`config.mk`:
```
export PLATFORM = sky130hd
export DESIGN_NAME = recibo_rx
export DESIGN_NICKNAME = d
export VERILOG_FILES = /design/src/rtl/recibo_rx_pkg.sv /design/src/rtl/recibo_rx_baud.sv /design/src/rtl/recibo_rx.sv
export SDC_FILE = /design/constraint.sdc
export NUM_CORES = 1
export LEC_CHECK = 0
export ABC_AREA = 1
export ABC_CLOCK_PERIOD_IN_PS = 1800
export BUFFER_PORTS_ARGS = -buffer_cell sky130_fd_sc_hd__buf_2
export CAP_MARGIN = 10
export CORE_MARGIN = 2
export CORE_UTILIZATION = 59
export CTS_CLUSTER_SIZE = 30
export DETAILED_ROUTE_END_ITERATION = 8
export GPL_ROUTABILITY_DRIVEN = 0
export HOLD_SLACK_MARGIN = 0.1
export PLACE_DENSITY = 0.82
export RECOVER_POWER = 25
export SLEW_MARGIN = 15
export SYNTH_ARGS = -nofsm -noshare
export SYNTH_HDL_FRONTEND = slang
export SYNTH_SLANG_ARGS = --single-unit
```
`constraint.sdc`:
```
create_clock -name clk -period 1.8 [get_ports clk]
set_input_delay 0.36 -clock clk [delete_from_list [all_inputs] [get_ports clk]]
set_output_delay 0.36 -clock clk [all_outputs]
set_load 0.01 [all_outputs]
```
`src/rtl/recibo_rx_pkg.sv`:
```
// recibo_rx_pkg: shared types and defaults for the recibo_rx serial receiver.
//   rx_state_t        - receiver FSM states
//   DEF_CLKS_PER_BIT  - default clock cycles per serial bit
//   DEF_DATA_BITS     - default data bits per frame
package recibo_rx_pkg;

    typedef enum logic [2:0] {
        IDLE,
        START,
        DATA,
        STOP,
        WAIT_HIGH
    } rx_state_t;

    localparam int DEF_CLKS_PER_BIT = 10400;
    localparam int DEF_DATA_BITS    = 8;

endpackage

```
`src/rtl/recibo_rx_baud.sv`:
```
// recibo_rx_baud: bit-period counter for the serial receiver.
// Counts 0..CLKS_PER_BIT-1 and wraps; a synchronous clear restarts it.
//   clk, reset   - clock, synchronous active-high reset
//   clr_i        - restart the count at 0 on the next edge
//   half_o       - high in the last cycle of a half bit period since clear
//   full_o       - high in the last cycle of each full bit period
module recibo_rx_baud
    import recibo_rx_pkg::*;
#(
    parameter int CLKS_PER_BIT = DEF_CLKS_PER_BIT
) (
    input  logic clk,
    input  logic reset,
    input  logic clr_i,
    output logic half_o,
    output logic full_o
);

    localparam int CW = $clog2(CLKS_PER_BIT);
    localparam logic [CW-1:0] HALF_M1 = CW'(CLKS_PER_BIT / 2 - 1);
    localparam logic [CW-1:0] FULL_M1 = CW'(CLKS_PER_BIT - 1);

    logic [CW-1:0] cnt_q, cnt_d;

    assign half_o = (cnt_q == HALF_M1);
    assign full_o = (cnt_q == FULL_M1);

    always_comb begin
        cnt_d = cnt_q + 1'b1;
        if (clr_i || full_o) begin
            cnt_d = '0;
        end
    end

    always_ff @(posedge clk) begin
        if (reset) begin
            cnt_q <= '0;
        end else begin
            cnt_q <= cnt_d;
        end
    end

endmodule

```
`src/rtl/recibo_rx.sv`:
```
// recibo_rx: 8N1 (LSB first) asynchronous serial receiver.
// Detects a low start level while enabled, checks it at half a bit period,
// samples each data bit at its centre and delivers the byte with a one-cycle
// strobe and a framing-error flag.
//   clk        - system clock
//   reset      - synchronous active-high reset
//   rw         - receive enable, gates only the start of a frame
//   Rx         - serial line, idle high
//   busy       - high while a frame is in progress (FSM not IDLE)
//   data       - last received byte, held until the next frame completes
//   done       - one-cycle strobe when data/frame_err update
//   frame_err  - stop bit of the last frame was sampled low
// Optional macro RECIBO_RX_SYNC_EN: Rx goes through a 2-flop synchronizer
// (flops reset to 1), shifting every sample instant by +2 cycles.
module recibo_rx
    import recibo_rx_pkg::*;
#(
    parameter int CLKS_PER_BIT = DEF_CLKS_PER_BIT,
    parameter int DATA_BITS    = DEF_DATA_BITS
) (
    input  logic                 clk,
    input  logic                 reset,
    input  logic                 rw,
    input  logic                 Rx,
    output logic                 busy,
    output logic [DATA_BITS-1:0] data,
    output logic                 done,
    output logic                 frame_err
);

    localparam int BW = $clog2(DATA_BITS + 1);
    localparam logic [BW-1:0] LAST_BIT = BW'(DATA_BITS - 1);

    rx_state_t            state_q, state_d;
    logic [BW-1:0]        bit_q, bit_d;
    logic [DATA_BITS-1:0] shift_q, shift_d;
    logic [DATA_BITS-1:0] data_q, data_d;
    logic                 done_q, done_d;
    logic                 ferr_q, ferr_d;
    logic                 rx_s;
    logic                 half, full, baud_clr;

`ifdef RECIBO_RX_SYNC_EN
    // Flops reset high so a reset never looks like a start bit.
    logic [1:0] sync_q;
    always_ff @(posedge clk) begin
        if (reset) begin
            sync_q <= 2'b11;
        end else begin
            sync_q <= {sync_q[0], Rx};
        end
    end
    assign rx_s = sync_q[1];
`else
    assign rx_s = Rx;
`endif

    // Counter is held at 0 in IDLE and restarts on every state change, so the
    // half tick in START lands CLKS_PER_BIT/2 cycles after start detection and
    // each full tick lands one bit period after the previous sample.
    assign baud_clr = (state_q == IDLE) || (state_d != state_q);

    recibo_rx_baud #(
        .CLKS_PER_BIT(CLKS_PER_BIT)
    ) u_baud (
        .clk    (clk),
        .reset  (reset),
        .clr_i  (baud_clr),
        .half_o (half),
        .full_o (full)
    );

    always_comb begin
        state_d = state_q;
        bit_d   = bit_q;
        shift_d = shift_q;
        data_d  = data_q;
        done_d  = 1'b0;
        ferr_d  = ferr_q;
        case (state_q)
            IDLE: begin
                // Level detect: a late enable in the middle of a start bit
                // still catches the frame.
                if (rw && !rx_s) begin
                    state_d = START;
                    bit_d   = '0;
                end
            end
            START: begin
                if (half) begin
                    state_d = rx_s ? IDLE : DATA;
                end
            end
            DATA: begin
                if (full) begin
                    shift_d = {rx_s, shift_q[DATA_BITS-1:1]};
                    bit_d   = bit_q + 1'b1;
                    if (bit_q == LAST_BIT) begin
                        state_d = STOP;
                    end
                end
            end
            STOP: begin
                if (full) begin
                    data_d  = shift_q;
                    done_d  = 1'b1;
                    ferr_d  = ~rx_s;
                    state_d = rx_s ? IDLE : WAIT_HIGH;
                end
            end
            WAIT_HIGH: begin
                // Hold off until the line returns high so a stuck-low line
                // cannot retrigger a frame.
                if (rx_s) begin
                    state_d = IDLE;
                end
            end
            default: state_d = IDLE;
        endcase
    end

    always_ff @(posedge clk) begin
        if (reset) begin
            state_q <= IDLE;
            bit_q   <= '0;
            shift_q <= '0;
            data_q  <= '0;
            done_q  <= 1'b0;
            ferr_q  <= 1'b0;
        end else begin
            state_q <= state_d;
            bit_q   <= bit_d;
            shift_q <= shift_d;
            data_q  <= data_d;
            done_q  <= done_d;
            ferr_q  <= ferr_d;
        end
    end

    assign busy      = (state_q != IDLE);
    assign data      = data_q;
    assign done      = done_q;
    assign frame_err = ferr_q;

endmodule

```
==> reports/metrics.cfg, run 1 <==
[synth]
syn_avg_cell_area_um2=7.599
ys.flop_type=dfxtp_1
syn_inst=260
yosysUniqueCellTypes=30
ys_warn_count=0
synth_seq_cells=39
syn_nets=266
synth_edf_count=0
synth_area_mm2=0.001976
synth.yosys.seq_area_share_pct=39.52
async_reset_ff_share_pct=0

[clock_tree]
clock_sinks=39
cts-root-buf=clkbuf_4
cts_tree=done
numCtsBuffers=5
postCtsHoldBufs=0
insertion_delay_ns=0.34
htreeDepth=2
clkSlewWorstSetupHoldPaths_ns=0.12
cts.path.max_buffers=2

[run_status]
status=complete, no violations

[cells_and_area]
antenna_cells=0
final_cell_mix=dfxtp_1, nand2_1, inv_1
area_growth_pct=13.11
nFillCells=270
drive_gt1_share_pct=19.08
fin_nets=288
final_common_cell=dfxtp_1
stdcell_count=329

[timing]
max-slew-margin-rel_pct=43.75
hold_viol=0
rsz0062_at_grt=no
clock-skew-final_ns=0.01057
setup_viol=0
fin_crit_sh_pct=92.18
slew_viol_final=0
tightest_slew_ns=0.8366
fmax_ghz=0.6027
fin_crit_ns=1.659
tns_ns=0

[global_routing]
grt_pass1_wl_mm=6.003
grt_pass1_vias=1372
track_usage_pct=20.91
antenna_found_initial=0
grt_overflow=0
grt_max_degree=20

[setup_path]
worst_setup_path_end_kind=flop
r2r_setup_slack_ns=0.14
critPathRequiredTime_ns=2.07
crit_fanout=7
rr_worst_depth=3
cp.arrival_ns=1.93
r2r-start=state_q[1]
start_kind=flop
r2r_end=u_baud.cnt_q[6]
critical_path_class=flop to flop

[die]
rows=21
ioPinCount=15
start_util_pct=60.15
dieHeight_um=61.87
die_w_um=61.87
dieArea_mm2=0.003827
core_area_mm2=0.003284

[route]
dr.pass1.iters=4
route.detailed.drc=0
drt_iter0_drc=114
wl_per_cell_um=12.00
via_per_inst=5.350
routed_wl_mm=3.949
vias=1760
postRouteAntennaNets=0

[min_path]
hold_start=reset
min_path_type=input port to flop
hold_depth=2
whs_endpoint=done

[power_and_ir_drop]
ir_drop_mv=0.4187
total_leakage_power_nw=0.8306
powerDensity_mw_per_mm2=701.1

[job]
max_cap_viol_count=0

[placed_design]
portBuffers=14
dpl.cell_count=319
hpwlAfterDp_mm=2.743

repair_timing:
| action | in CTS | in global routing |
|---|---|---|
| gates resized for setup | 0 | 6 |
| endpoints found under the setup margin | 0 | 25 |
| setup buffers | 0 | 1 |
worst max-delay path, cell delays in order, from the launching register on:
cell and delay [ns]:
dfxtp_1 0.36, o31ai_1 0.72, nand4_4 0.27, nor3_2 0.23
layout make-up:
class	instances	area, um^2	area share, %
Clock inverter	3	43.79	1.960
Multi-Input combinational cell	174	1033	46.25
Sequential cell	39	780.7	34.94
Inverter	39	146.4	6.551
Timing Repair Buffer	23	135.1	6.047
Tap cell	46	57.56	2.576
Clock buffer	5	37.54	1.680
worst max-delay path by stage:
stage	to	slack [ns]	start
after floorplan	u_baud.cnt_q[5]	0.12	u_baud.cnt_q[0]
after global placement	u_baud.cnt_q[2]	0.14	u_baud.cnt_q[1]
after detailed placement	u_baud.cnt_q[3]	0.08	u_baud.cnt_q[1]
after CTS	u_baud.cnt_q[2]	0.05	u_baud.cnt_q[1]
after global routing	u_baud.cnt_q[2]	0.007	u_baud.cnt_q[1]
final	u_baud.cnt_q[6]	0.14	state_q[1]
kinds of logic (layout without fill, tap and decap cells):
family | after synthesis | in the layout | synth area share (%)
buf+inv | 48 | 70 | 10.26
compound gates | 42 | 42 | 11.34
fa+ha+maj | 2 | 2 | 1.266
simple gates | 118 | 119 | 32.74
xor+xnor | 11 | 11 | 4.876
flops | 39 | 39 | 39.52
metal layers:
layer | global-route usage (%) | vias to the layer above | part of all wire (%)
met1 | 29.80 | 790 | 49
met2 | 30.53 | 54 | 45
met3 | 6.832 | 9 | 5.1
met5 | 0 | - | 0
li1 | - | 907 | -
met4 | 5.471 | 0 | 0.91
state kept, by name, indices dropped and copies added, names as in the netlist:
register	cells
bit_q	4
data	8
done	1
frame_err	1
shift_q	8
state_q	3
u_baud.cnt_q	14
stage by stage:
step	hold slack, ns	area, um^2	setup WS [ns]	power (W)	utilization [%]
final	0.2284	2235	0.1407	0.001567	68.04
after global routing	0.2278	2235	0.006632	0.001626	68.04
after CTS	0.2232	2201	0.05363	0.001574	67.01
after detailed placement	0.4574	2120	0.07792	0.0009981	64.53
after global placement	0.4418	2120	0.1361	0.0009963	64.53
after floorplan	0.4291	1976	0.1176	0.0009651	-
cells in the mapped netlist (2+ instances only):
master / number / area, um^2
nor3_2: 13 / 130.1
buf_2: 3 / 15.01
nand3b_1: 2 / 15.01
buf_6: 2 / 22.52
a31oi_1: 9 / 56.30
o21ai_0: 17 / 85.08
inv_1: 32 / 120.1
nand3_1: 7 / 35.03
ha_1: 2 / 25.02
inv_2: 7 / 26.28
clkbuf_1: 2 / 7.510
nor2_1: 25 / 93.84
nand4_1: 11 / 68.82
nand2_1: 36 / 135.1
nand2_2: 5 / 31.28
nor3_1: 12 / 60.06
dfxtp_1: 39 / 780.8
a21oi_1: 15 / 75.07
xor2_1: 10 / 87.58
power by group:
part / total (W) / internal [W] / switching (W)
logic: 0.000107 / 0.0000386 / 0.0000683
clock network: 0.000585 / 0.000292 / 0.000292
registers: 0.000875 / 0.000869 / 0.00000650
total: 0.00157 / 0.00120 / 0.000367
No activity file was read; power rests on OpenSTA's default activity.
==> inputs of run 2 (changes only) <==
- CELL_PAD_IN_SITES_DETAIL_PLACEMENT: not set -> 0
- CELL_PAD_IN_SITES_GLOBAL_PLACEMENT: not set -> 1
- CORE_UTILIZATION: 59 -> 43
- PLACE_DENSITY: 0.82 -> 0.81
==> run 2 against run 1 <==
Critical path depth rose by 6. Non-clock buffer count rose by 2. Sequential cell count did not move. Combinational power barely moved. Sequential share of layout area fell by 0.64 points. Via count fell by 2.7%. Clock skew fell by 0.0052 ns. Setup slack improved by 0.019 ns. Wire length rose by 5.3%. Highest routed layer unchanged.
==> reports/metrics.cfg, run 2 (synthesized netlist as in run 1, its figures left out) <==
[setup_path]
r2r-start=u_baud.cnt_q[0]
crit_start=u_baud.cnt_q[0]
start_kind=flop
critical_path_class=flop to flop
crit_fanout=7
cp.arrival_ns=1.82
crit_chain=ha_4 -> nand2_1 -> nor2_1 -> nand3_1 -> nor2_1 -> nand4_1 -> buf_4 -> nand4_4 -> nor3_2
critPathRequiredTime_ns=1.98
max_stage_delay_ns=0.38
path_delay_family=simple AND/OR/NAND/NOR gates
path_buf_inv=1
worst_setup_path_end_kind=flop
crit_path_frequent_cell=nor2_1
worst_path_max_delay_cell=dfxtp_1

[job]
max_cap_viol_count=0

[global_routing]
grt_pass1_vias=1551
grt_pass1_wl_mm=7.162
grt_max_degree=20
antenna_found_initial=0
track_usage_pct=17.60
grt_overflow=0

[die]
dieHeight_um=71.78
core_area_mm2=0.004384
die_w_um=71.78
dieArea_mm2=0.005152
ioPinCount=15
start_util_pct=45.06
rows=24

[placed_design]
dpl.cell_count=326
portBuffers=14
hpwlAfterDp_mm=2.903

[route]
vias=1712
drt_iter0_drc=92
route.detailed.drc=0
wl_per_cell_um=12.34
dr.pass1.iters=4
routed_wl_mm=4.157
via_per_inst=5.080
postRouteAntennaNets=0

[power_and_ir_drop]
powerDensity_mw_per_mm2=746.0
total_leakage_power_nw=0.8572
power.total_w=0.001706
ir_drop_mv=0.4613

[cells_and_area]
regMostFlops=u_baud.cnt_q
stdcell_count=337
nFillCells=460
final_cell_mix=nand2_1, dfxtp_1, inv_1
area_growth_pct=15.77
final-seq-area_um2=784.5
multiInputGateArea_mm2=0.001028
drive_gt1_share_pct=20.70
fin_nets=290
largest_register_ffs=14
antenna_cells=0

[clock_tree]
clock_sinks=39
htreeDepth=2
clkSlewWorstSetupHoldPaths_ns=0.08
insertion_delay_ns=0.29
cts-root-buf=clkbuf_8
cts_tree=done
postCtsHoldBufs=0
numCtsBuffers=5
cts.path.max_buffers=2

[timing]
rsz0062_at_grt=no
setup_viol=0
max-slew-margin-rel_pct=49.40
fmax_ghz=0.6097
tightest_slew_ns=0.7525
slew_viol_final=0
clock-skew-final_ns=0.005414
fin_crit_sh_pct=91.12
hold_viol=0
fin_crit_ns=1.640

[run_status]
status=complete, no violations

[min_path]
min_path_type=input port to flop
hold_start=reset

-- run 2: cell count changes in the layout (fill, tap and decap cells not counted) --
cell and delta:
buf_4 +2, clkbuf_4 -5, clkbuf_8 +5, dfxtp_1 -3
dfxtp_2 +3, nor2_2 +1, nor2_4 -1
-- run 2: worst paths after layout --
path	end	cells past startpoint	slack, ns
min	done	2	0.30
max reg2reg	u_baud.cnt_q[6]	9	0.16
min reg2reg	shift_q[0]	2	0.45
max	u_baud.cnt_q[6]	9	0.16
-- run 2: cell type report --
type                    instances  share of cell area, %
multi-input cells             174                  44.97
flip-flops and latches         39                  34.30
repair buffers                 25                  6.565
inverters                      39                  6.400
clock buffers                   5                  3.009
well taps                      52                  2.845
clock inverters                 3                  1.915
-- run 2: what timing repair did --
action                     CTS  global route
gates cloned                 1             0
resized for setup            1             6
pin swaps                    1             0
setup buffers                2             0
setup endpoints to repair   12            25
-- run 2: power by group --
part | internal (W) | leakage (nW) | switching (W)
sequential | 0.000868 | 0.316 | 0.00000646
combinational | 0.0000385 | 0.483 | 0.0000685
clock | 0.000413 | 0.0581 | 0.000312
total | 0.00132 | 0.857 | 0.000387
-- run 2: per-stage QoR --
| step | hold WS [ns] | instance area [um^2] | worst slack [ns] | utilization, % | setup TNS, ns |
|---|---|---|---|---|---|
| 4_1_cts | 0.2818 | 2283 | 0.04875 | 52.08 | 0 |
| 3_3_place_gp | 0.4441 | 2135 | 0.04059 | 48.69 | 0 |
| 6_report | 0.2969 | 2287 | 0.1599 | 52.17 | 0 |
| 3_5_place_dp | 0.4458 | 2135 | -0.007278 | 48.69 | -0.01307 |
| 2_1_floorplan | 0.4291 | 1976 | 0.1176 | - | 0 |
| 5_1_grt | 0.2768 | 2287 | 0.02808 | 52.17 | 0 |
-- run 2: per-layer routing --
metal | vias up | share of wire, % | track usage [%]
li1 | 907 | - | -
met3 | 5 | 3.3 | 3.094
met4 | 0 | 1.6 | 8.176
met2 | 26 | 44 | 26.13
met1 | 774 | 51 | 24.80
met5 | - | 0 | 0
-- run 2: worst reg2reg max path, cell delays in order, from the launching register on --
cell	delay, ns
dfxtp_1	0.38
ha_4	0.18
nand2_1	0.07
nor2_1	0.18
nand3_1	0.10
nor2_1	0.11
nand4_1	0.08
buf_4	0.17
nand4_4	0.18
nor3_2	0.07
==> inputs of run 3 (changes only) <==
- ABC_CLOCK_PERIOD_IN_PS: 1800 -> 1980
- CORE_UTILIZATION: 43 -> 47
- PLACE_DENSITY: 0.81 -> 0.87
- clock period: 1.8 -> 1.98 ns (I/O delays scaled with it)
==> run 3 against run 2 <==
Utilization rose by 2.5 points. Cell count fell by 2.4%. Critical path type unchanged. Fmax shrank 7.8%. Highest routed layer unchanged. First-iteration DRC count up 9.8%. Clock-buffer cell count stayed put. Wire length down 1.7%. Register-to-register slack better by 0.04 ns. Critical path depth shrank 1. Via count about the same. Sequential power shrank 9.2%. Non-clock buffer count is 5 lower. Critical endpoint is now u_baud.cnt_q[2].
==> reports/metrics.cfg, run 3 (synthesized netlist as in run 1, its figures left out) <==
[run_status]
status=complete, no violations

[setup_path]
r2r_end=u_baud.cnt_q[2]
r2r_setup_slack_ns=0.20
start_kind=flop
worst_setup_path_end_kind=flop
critical_path_class=flop to flop
crit_path_frequent_cell=nor2_1
cp.arrival_ns=1.95
crit_start=u_baud.cnt_q[1]
worst_path_max_delay_cell=dfxtp_1
rr_worst_depth=8
max_stage_delay_ns=0.38
critPathRequiredTime_ns=2.15
r2r-start=u_baud.cnt_q[1]
crit_chain=ha_1 -> nand2_1 -> nor2_1 -> nand3_1 -> nor2_1 -> nand4_1 -> nand4_4 -> nor3_1
crit_fanout=14

[timing]
clock-skew-final_ns=0.006338
fmax_ghz=0.5623
max-slew-margin-rel_pct=72.03
tightest_slew_ns=0.4160
setup_ws_ns=0.2016
fin_crit_sh_pct=89.82
tns_ns=0
fin_crit_ns=1.778
rsz0062_at_grt=no
slew_viol_final=0
setup_viol=0
hold_viol=0

[global_routing]
grt_pass1_wl_mm=6.817
grt_pass1_vias=1447
antenna_found_initial=0
grt_max_degree=20
track_usage_pct=19.65
grt_overflow=0

[clock_tree]
insertion_delay_ns=0.30
post-cts-setup-buffer-count=0
clkSlewWorstSetupHoldPaths_ns=0.08
htreeDepth=2
cts_tree=done
numCtsBuffers=5
cts-root-buf=clkbuf_8
cts.path.max_buffers=2
clock_sinks=39

[power_and_ir_drop]
total_leakage_power_nw=0.8285
ir_drop_mv=0.3127
powerDensity_mw_per_mm2=702.4
power.total_w=0.001547

[route]
vias=1713
wl_per_cell_um=12.42
via_per_inst=5.207
route.detailed.drc=0
postRouteAntennaNets=0
routed_wl_mm=4.086
dr.pass1.iters=4
drt_iter0_drc=101

[cells_and_area]
drive_gt1_share_pct=17.20
final_cell_mix=dfxtp_1, nand2_1, inv_1
antenna_cells=0
largest_register_ffs=14
final_common_cell=dfxtp_1
utilization_pct=54.66
nFillCells=422
regMostFlops=u_baud.cnt_q
fin_area_mm2=0.002202
fin_nets=284
area_growth_pct=11.46

[min_path]
hold_depth=2
whs_endpoint=frame_err
hold_start=reset
min_path_type=input port to flop

[die]
die_w_um=68.84
core_area_mm2=0.004029
dieArea_mm2=0.004738
ioPinCount=15
dieHeight_um=68.84
rows=23
start_util_pct=49.04

[placed_design]
portBuffers=14
hpwlAfterDp_mm=2.969
placed_area_mm2=0.002097
place_ws_ns=0.1443

[job]
max_cap_viol_count=0

-- run 3: area by class of cell --
class                   count  area [um^2]  area share [%]
clock buffers               5        68.82           3.125
clock inverters             3        43.79           1.989
inverters                  39        146.4           6.648
multi-input cells         173        997.2           45.28
flip-flops and latches     39        780.7           35.45
well taps                  50        62.56           2.841
repair buffers             20        102.6           4.659
-- run 3: metal layers --
metal / vias up / part of all wire (%) / track usage (%)
li1: 889 / - / -
met1: 792 / 50 / 26.93
met2: 26 / 45 / 28.97
met3: 6 / 3.8 / 6.169
met4: 0 / 1.3 / 7.108
met5: - / 0 / 0
-- run 3: how the worst max path moves through the flow --
stage                             endpoint  slack, ns
after floorplan            u_baud.cnt_q[5]       0.30
after global placement     u_baud.cnt_q[2]       0.21
after detailed placement   u_baud.cnt_q[2]       0.14
after CTS                  u_baud.cnt_q[2]       0.11
after global routing      u_baud.cnt_q[12]       0.03
final                      u_baud.cnt_q[2]       0.20
-- run 3: what timing repair did --
| action | CTS | global route |
|---|---|---|
| hold buffers | 0 | 0 |
| gates resized for setup | 0 | 1 |
| setup endpoints to repair | 0 | 10 |
-- run 3: stage by stage --
stage	hold slack, ns	std cells
4_1_cts	0.3258	329
3_3_place_gp	0.4406	321
6_report	0.3410	329
3_5_place_dp	0.4497	321
5_1_grt	0.3348	329
2_1_floorplan	0.4292	260
-- run 3: worst max-delay path, delay by kind of cell, from the launching register on --
| family | cells | cell delay (ns) |
|---|---|---|
| AND/OR/NAND/NOR | 7 | 1.02 |
| flip-flops | 1 | 0.38 |
| adder cells (fa/ha/maj) | 1 | 0.27 |
-- run 3: power breakdown --
part	internal, W	total [W]	switching, W
Combinational	0.0000233	0.0000841	0.0000608
Clock	0.000375	0.000668	0.000293
Sequential	0.000789	0.000794	0.00000549
Total	0.00119	0.00155	0.000359
